**src/rtl/rst_seq_pkg.sv**
```systemverilog
// Shared constants for the reset sequencer: state encoding, default parameters, widths.
package rst_seq_pkg;

    localparam int STATE_W      = 2;
    localparam int IDX_W        = 3;
    localparam int DEF_NUM_CH   = 4;
    localparam int DEF_STEP_CYC = 16;
    localparam int DEF_WDT_CYC  = 500;
    localparam int DEF_CNT_W    = 16;

    typedef enum logic [STATE_W-1:0] {
        ST_ASSERT  = 2'd0,
        ST_RELEASE = 2'd1,
        ST_RUN     = 2'd2
    } state_t;

endpackage

```
**src/rtl/rst_seq_wdt.sv**
```systemverilog
// Watchdog for the reset sequencer: counts RUN cycles, cleared by kick, pulses at terminal count.
module rst_seq_wdt import rst_seq_pkg::*; #(
    parameter int WDT_CYC = DEF_WDT_CYC,
    parameter int CNT_W   = DEF_CNT_W
) (
    input  logic clk,
    input  logic rst,
    input  logic clr,
    input  logic en,
    input  logic kick,
    output logic tmo
);

    logic [CNT_W-1:0] cnt;
    logic             term;

    assign term = (cnt == CNT_W'(WDT_CYC - 1));
    assign tmo  = en & term & ~kick;

    // Held at zero outside RUN so the count always starts fresh on entry.
    always_ff @(posedge clk) begin
        if (rst || clr || !en || kick || term) begin
            cnt <= '0;
        end else begin
            cnt <= cnt + CNT_W'(1);
        end
    end

endmodule

```
**src/rtl/rst_sequencer.sv**
```systemverilog
// Staged per-channel reset release with soft-reset request and optional watchdog.
// Watchdog is built only when RST_SEQ_WDT_EN is defined.
module rst_sequencer import rst_seq_pkg::*; #(
    parameter int NUM_CH   = DEF_NUM_CH,
    parameter int STEP_CYC = DEF_STEP_CYC,
    parameter int WDT_CYC  = DEF_WDT_CYC,
    parameter int CNT_W    = DEF_CNT_W
) (
    input  logic               hclk_i,
    input  logic               hrst_i,
    input  logic               ext_rst_req_i,
    input  logic               kick_i,
    output logic [NUM_CH-1:0]  rst_n_o,
    output logic               all_rel_o,
    output logic               wdt_timeout_o,
    output logic [STATE_W-1:0] state_o
);

    state_t             state, state_nx;
    logic [CNT_W-1:0]   cnt, cnt_nx;
    logic [IDX_W-1:0]   idx, idx_nx;
    logic [NUM_CH-1:0]  rel, rel_nx;
    logic               armed;
    logic               step_done;
    logic               tmo;

    assign step_done = (cnt == CNT_W'(STEP_CYC - 1));

`ifdef RST_SEQ_WDT_EN
    logic wdt_flag;

    rst_seq_wdt #(
        .WDT_CYC (WDT_CYC),
        .CNT_W   (CNT_W)
    ) u_wdt (
        .clk  (hclk_i),
        .rst  (hrst_i),
        .clr  (ext_rst_req_i),
        .en   (state == ST_RUN),
        .kick (kick_i),
        .tmo  (tmo)
    );

    always_ff @(posedge hclk_i) begin
        if (hrst_i) begin
            wdt_flag <= 1'b0;
        end else if (tmo && !ext_rst_req_i) begin
            wdt_flag <= 1'b1;
        end
    end

    assign wdt_timeout_o = wdt_flag;
`else
    logic unused_kick;
    localparam int unused_wdt_cyc = WDT_CYC;

    assign unused_kick   = kick_i;
    assign tmo           = 1'b0;
    assign wdt_timeout_o = 1'b0;
`endif

    // armed stays low for the first edge after hrst so release timing counts from that edge.
    always_ff @(posedge hclk_i) begin
        if (hrst_i) begin
            state <= ST_ASSERT;
            cnt   <= '0;
            idx   <= '0;
            rel   <= '0;
            armed <= 1'b0;
        end else begin
            state <= state_nx;
            cnt   <= cnt_nx;
            idx   <= idx_nx;
            rel   <= rel_nx;
            armed <= 1'b1;
        end
    end

    always_comb begin
        state_nx = state;
        cnt_nx   = cnt;
        idx_nx   = idx;
        rel_nx   = rel;
        if (ext_rst_req_i || tmo) begin
            state_nx = ST_ASSERT;
            cnt_nx   = '0;
            idx_nx   = '0;
            rel_nx   = '0;
        end else begin
            case (state)
                ST_ASSERT, ST_RELEASE: begin
                    if (armed) begin
                        if (step_done) begin
                            cnt_nx = '0;
                            rel_nx = rel | (NUM_CH'(1) << idx);
                            if (idx == IDX_W'(NUM_CH - 1)) begin
                                state_nx = ST_RUN;
                                idx_nx   = '0;
                            end else begin
                                state_nx = ST_RELEASE;
                                idx_nx   = idx + IDX_W'(1);
                            end
                        end else begin
                            cnt_nx = cnt + CNT_W'(1);
                        end
                    end
                end
                ST_RUN: begin
                    state_nx = ST_RUN;
                end
                default: begin
                    state_nx = ST_ASSERT;
                    cnt_nx   = '0;
                    idx_nx   = '0;
                    rel_nx   = '0;
                end
            endcase
        end
    end

    assign rst_n_o   = rel;
    assign all_rel_o = (state == ST_RUN);
    assign state_o   = state;

endmodule

```
**config.mk**
```make
export PLATFORM = sky130hd
export DESIGN_NAME = rst_sequencer
export DESIGN_NICKNAME = d
export VERILOG_FILES = /design/src/rtl/rst_seq_pkg.sv /design/src/rtl/rst_seq_wdt.sv /design/src/rtl/rst_sequencer.sv
export SDC_FILE = /design/constraint.sdc
export NUM_CORES = 1
export LEC_CHECK = 0
export ABC_CLOCK_PERIOD_IN_PS = 3080
export BUFFER_PORTS_ARGS = -buffer_cell sky130_fd_sc_hd__buf_4
export CORE_AREA = 2 2 65 67
export CTS_BUF_LIST = sky130_fd_sc_hd__clkbuf_16
export DETAILED_ROUTE_END_ITERATION = 10
export DIE_AREA = 0 0 67 69
export PLACE_DENSITY_LB_ADDON = 0.05
export SYNTH_ARGS = -nofsm -noshare
export SYNTH_HDL_FRONTEND = slang
export SYNTH_SLANG_ARGS = --single-unit
```
**constraint.sdc**
```tcl
create_clock -name hclk_i -period 3.08 [get_ports hclk_i]
set_clock_uncertainty 0.1 [all_clocks]
set_input_delay 0.154 -clock hclk_i [delete_from_list [all_inputs] [get_ports hclk_i]]
set_output_delay 0.154 -clock hclk_i [all_outputs]
set_load 0.01 [all_outputs]
```
==> results of run 1 <==
-- worst reg2reg max path: stages (launching register included) --
cell and delay [ns]:
dfxtp_1 0.66, mux2i_1 0.30, or3_1 0.47, or4_1 0.48, a21oi_1 0.15
-- power by group through the flow --
stage | Sequential, mW | Clock [mW] | Combinational, mW
6_report | 0.340 | 0.291 | 0.0241
3_5_place_dp | 0.347 | 0 | 0.0229
3_3_place_gp | 0.348 | 0 | 0.0226
5_1_grt | 0.340 | 0.319 | 0.0268
2_1_floorplan | 0.347 | 0 | 0.0162
4_1_cts | 0.340 | 0.300 | 0.0240
-- state kept, by name, summed over array words and instances (netlist names) --
signal / cells
armed: 1
state_o: 2
idx: 3
rst_n_o: 4
cnt: 16
-- cells in the final DEF (no fill, tap or decap), types with 2 or more instances in the layout --
| cell | count |
|---|---|
| or4_1 | 4 |
| dfxtp_1 | 26 |
| or3_1 | 3 |
| and2_1 | 2 |
| clkbuf_16 | 3 |
| nand2_1 | 13 |
| nor4_1 | 5 |
| nand3_1 | 6 |
| o31ai_1 | 2 |
| xor2_1 | 4 |
| and4_1 | 2 |
| inv_1 | 6 |
| nand4b_1 | 2 |
| o21ai_0 | 9 |
| a21oi_1 | 12 |
| nor2b_1 | 2 |
| buf_4 | 10 |
| nor2_1 | 9 |
| nand3b_1 | 4 |
| nor3_1 | 4 |
| nand4_1 | 7 |
| a31oi_1 | 3 |
| xnor2_1 | 2 |
| mux2i_1 | 3 |
| ha_1 | 5 |
-- logic make-up after synthesis --
family	synth area share (%)
xor gates and xnor gates	4.00
DFF	39.7
other	0.286
and+or+nand+nor	30.7
buffers and inverters	3.81
adders and majority gates	4.77
muxes	3.15
AOI/OAI and AO/OA	13.6
-- area by class of cell --
| type | count | area (um^2) |
|---|---|---|
| clock buffers | 3 | 75.1 |
| clock inverters | 1 | 3.75 |
| fillers | 422 | 2400 |
| inverters | 6 | 22.5 |
| multi-input cells | 116 | 742 |
| flip-flops and latches | 26 | 520 |
| well taps | 50 | 62.6 |
| repair buffers | 11 | 85.1 |
-- timing repair --
item / CTS / global route
endpoints found under the hold margin: 1 / 0
endpoints found under the setup margin: 0 / 0
hold buffers: 1 / 0
-- through the flow --
step           cells  instance area, um^2  utilization (%)  power [mW]  setup slack, ns
2_1_floorplan    153                 1310                -       0.363             1.17
3_3_place_gp     208                 1420             36.3       0.370            0.877
3_5_place_dp     208                 1420             36.3       0.370            0.893
4_1_cts          213                 1510             38.6       0.664            0.887
5_1_grt          213                 1510             38.6       0.685            0.692
6_report         213                 1510             38.6       0.655            0.849
-- worst max-delay path by stage --
| stage | endpoint | cells past startpoint |
|---|---|---|
| final | cnt[9] | 4 |
| after CTS | cnt[9] | 4 |
| after global routing | cnt[8] | 5 |
| after detailed placement | cnt[12] | 4 |
| after floorplan | cnt[12] | 5 |
| after global placement | cnt[3] | 5 |
-- routing by layer --
metal,vias to the layer above,wire length (um),global-route usage (%)
li1,592,-,-
met1,520,1600,19.5
met2,14,1300,20.5
met3,4,74,4.08
met4,0,23,2.72
met5,-,0,0
==> impl_metrics.tcl, run 1 <==
set metrics [dict create \
    ir_worst_vdd_v 0.000269 \
    cts_buffers 3 \
    hpwl_um 2190 \
    synthDistinctLibCells 39 \
    p_comb_share_pct 3.7 \
    netSwitchingPower_uw 136 \
    drive_above_1_share_pct 11.7 \
    grt_pass1_wl_um 5020 \
    seq_area_frac_synth_pct 39.7 \
    cellPowerDensity_mw_per_mm2 433 \
    antenna_cells 0 \
    dieWidth_um 67 \
    ant_nets 0 \
    slew_headroom_pct 52.7 \
    whs_endpoint "idx[2]" \
    cts_resized 0 \
    syn-num-nets 162 \
    cts_setup_buffers 0 \
    min_from "ext_rst_req_i" \
    grt_setup_unrepaired "false" \
    cts_sinks 26 \
    path_class "flip-flop to flip-flop" \
    avgSynthCellArea_um2 8.58 \
    syn_inst 153 \
    yosys_warnings 0 \
    drc_errors 0 \
    drv_slew 0 \
    status "complete, no violations" \
    p_int_uw 520 \
    syn-cell-area_mm2 0.00131 \
    route.vias.total 1130 \
    synthArstFlopShare_pct 0 \
    period_minus_slack_ns 2.23 \
    rows 23 \
    worst_setup_path_end_kind "flip-flop" \
    clkTransAtPathRegs_ns 0.07 \
    p_leak_nw 0.505 \
    swShare_pct 20.7 \
    antenna_found_initial 0 \
    ios 12 \
    min_path_type "primary input to flip-flop" \
    clock_latency_ns 0.26 \
    grt_max_degree 17 \
    wire_per_inst_um 14.1 \
    power_frac_clock_pct 44.4 \
    crit_arrival_ns 2.32 \
    cp-startpoint "state_o[1]" \
    root_buffer "clkbuf_16" \
    cts.path.max_buffers 2 \
    cp_top_family "simple AND/OR/NAND/NOR gates" \
    worstMarginPinSlew_ns 0.710 \
    drt-vias-per-instance 5.31 \
    r2r-start "state_o[1]" \
    synth_top_cell_by_area "dfxtp_1" \
    cp_slowest_cell "dfxtp_1" \
    die-area_mm2 0.00462 \
    drt_iter0_drc 46 \
    max_freq_mhz 448 \
    worstHoldPathCells 3 \
    core-area_mm2 0.00391 \
    finalSetupViolCount 0 \
    ff2ff_path_depth 4 \
    synth_common_cells "26 x dfxtp_1, 13 x nand2_1, 12 x a21oi_1" \
    period_share_pct 72.4 \
    port-buffer-count 9 \
    max_stage_delay_ns 0.66 \
    cp.required_ns 3.17 \
    tritoncts "built" \
    first_pass_iters 4 \
    r2r_slack_ns 0.85 \
    synth.top_cells.by_area "dfxtp_1 40%, ha_1 4.8%, a21oi_1 4.6%" \
    area_growth_pct 15.2 \
    drv_cap 0 \
    initial_core_util_pct 33.5 \
    grt_overflow 0 \
    grt_pass1_vias 1059 \
    die_y_um 69 \
    seqPwrFrac_pct 51.9 \
    synth.top_cell.area_share_pct 39.7 \
    setup_tns_ns 0 \
    start_kind "flip-flop" \
    critical_path.max_fanout 16 \
    worst-path-buf-inv 0 \
    holdWs_ns 0.184 \
    synth-seq-cells 26 \
    final_nets 173 \
    synth_most_common_cell "dfxtp_1" \
    path_cells "mux2i_1, or3_1, or4_1, a21oi_1" \
    grt_use_total_pct 13.7 \
    routabilityCongestion 0.800 \
    synth-main-ff-cell "dfxtp_1" \
    hold_viol_final 0 \
    r2r-end "cnt[9]" \
    synth_edf_count 0 \
    cts-htree-levels 1 \
    wirelength_um 3000 \
]
Note: power is estimated with default switching activity, not from simulation.
==> run 2, diff against run 1 <==
ABC_CLOCK_PERIOD_IN_PS = 1800   (was 3080)
clock period = 1.8 ns   (was 3.08 ns; I/O delays follow)
==> impl_metrics.tcl, run 2 (synthesis gave the netlist of run 1 again) <==
set metrics [dict create \
    grt_overflow 0 \
    rows 23 \
    first_pass_iters 4 \
    power_frac_clock_pct 43.8 \
    worstMarginPinSlew_ns 0.537 \
    dieWidth_um 67 \
    crit_arrival_ns 1.91 \
    clock_latency_ns 0.26 \
    cts.path.max_buffers 2 \
    wire_per_inst_um 13.6 \
    period_minus_slack_ns 1.83 \
    root_buffer "clkbuf_16" \
    ir_worst_vdd_v 0.000353 \
    period_share_pct 101 \
    core-area_mm2 0.00391 \
    netSwitchingPower_uw 234 \
    p_leak_nw 0.699 \
    largest_reg_flops 16 \
    crit_cells 5 \
    ff2ff_path_depth 5 \
    holdWs_ns 0.0949 \
    die_y_um 69 \
    final_common_cell "buf_4" \
    seqPwrFrac_pct 51.1 \
    violations "negative setup slack" \
    critical_path.max_fanout 5 \
    cp.required_ns 1.89 \
    ant_nets 0 \
    grt_pass1_wl_um 5540 \
    cellPowerDensity_mw_per_mm2 612 \
    layout_setup_ws_ns -0.0253 \
    worst-path-buf-inv 0 \
    area_growth_pct 41.0 \
    grt_setup_unrepaired "true" \
    grtUsageMet3_pct 2.45 \
    cts_sinks 26 \
    final_nets 211 \
    drive_above_1_share_pct 33.3 \
    wirelength_um 3410 \
    grt_pass1_vias 1174 \
    hold_viol_final 0 \
    antenna_cells 0 \
    drt_iter0_drc 46 \
    drv_slew 0 \
    cp_slowest_cell "or4b_4" \
    worstHoldPathCells 3 \
    drv_cap 0 \
    drc_errors 0 \
    min_path_type "primary input to flip-flop" \
    grt_use_met2_pct 21.8 \
    hpwl_um 2600 \
    routabilityCongestion 0.802 \
    place_area_mm2 0.00170 \
    slew_headroom_pct 63.1 \
    p_comb_share_pct 5.2 \
    clkTransAtPathRegs_ns 0.07 \
    port-buffer-count 9 \
    path_class "flip-flop to flip-flop" \
    grt.busiest_layer "met1" \
    max_stage_delay_ns 0.49 \
    worst_setup_path_end_kind "flip-flop" \
    die-area_mm2 0.00462 \
    finalSetupViolCount 1 \
    cts-htree-levels 1 \
    path_cells "ha_4, and4_1, or4b_4, or3_1, a21oi_1" \
    p_int_uw 899 \
    largest_register "cnt" \
    fin_area_mm2 0.00185 \
    max_freq_mhz 548 \
    final_cell_mix "48 x buf_4, 22 x dfxtp_1, 13 x nand2_1, 11 x a21oi_1, 9 x nor2_1" \
    route.vias.total 1262 \
    start_kind "flip-flop" \
    initial_core_util_pct 33.5 \
    status "complete, but fails checks" \
    gr-usage-met1_pct 23.5 \
    grt_use_total_pct 15.5 \
    drt-vias-per-instance 5.03 \
    swShare_pct 20.6 \
    ios 12 \
    tritoncts "built" \
    antenna_found_initial 0 \
    grt_max_degree 16 \
    cts_buffers 3 \
    cp_top_family "simple AND/OR/NAND/NOR gates" \
    r2r_slack_ns -0.03 \
]
## run 2: cell count changes in the layout (fill, tap and decap cells not counted), moves of 3 or more
cell     before  now
buf_4        10   48
dfxtp_1      26   22
dfxtp_2       0    3
o21ai_0       9    6
o21ai_1       1    4
## run 2: path summary, 6_finish.rpt
check,endpoint,start
setup / recovery,cnt[14],cnt[1]
setup reg to reg,cnt[14],cnt[1]
hold reg to reg,rst_n_o[1],rst_n_o[1]
hold / removal,idx[2],ext_rst_req_i
## run 2: what timing repair did
item	in CTS	in global routing
cloned	0	0
endpoints found under the hold margin	1	0
buffers inserted	0	3
pin swaps	1	4
hold buffers	1	0
resized for setup	3	11
endpoints found under the setup margin	7	19
## run 2: final cells by class
cell class / count / area (um^2)
flip-flops and latches: 26 / 528
repair buffers: 49 / 370
multi-input cells: 116 / 788
clock buffers: 3 / 75.1
fillers: 413 / 2060
well taps: 50 / 62.6
clock inverters: 1 / 3.75
inverters: 6 / 22.5
## run 2: routing by layer
| metal | part of all wire, % | routed length, um | vias up |
|---|---|---|---|
| met5 | 0 | 0 | - |
| met4 | 0.79 | 27 | 0 |
| met3 | 1.2 | 42 | 2 |
| met2 | 46 | 1560 | 5 |
| met1 | 52 | 1780 | 595 |
| li1 | - | - | 660 |
## run 2: metrics by stage
stage,util [%],instances,TNS (ns),total power [mW],setup slack [ns]
after CTS,45.8,248,-0.0753,1.15,-0.0478
after floorplan,-,153,0,0.622,0.00694
after global routing,47.3,251,-0.215,1.18,-0.0830
after detailed placement,43.4,243,-0.276,0.646,-0.0565
final,47.3,251,-0.0253,1.13,-0.0253
after global placement,43.4,243,-0.280,0.646,-0.0325
## run 2: power by group through the flow
stage               Combinational (mW)  Clock (mW)  Sequential [mW]
finish                          0.0587       0.496            0.578
detailed placement              0.0530           0            0.593
CTS                             0.0554       0.513            0.580
floorplan                       0.0281           0            0.594
global route                    0.0650       0.539            0.578
global placement                0.0529           0            0.593
## run 2: tightest hold or removal path: cells and delay by family
kind	cells	cell delay, ns
and+or+nand+nor	1	0.10
buffers and inverters	1	0.08
AOI/OAI and AO/OA	1	0.14
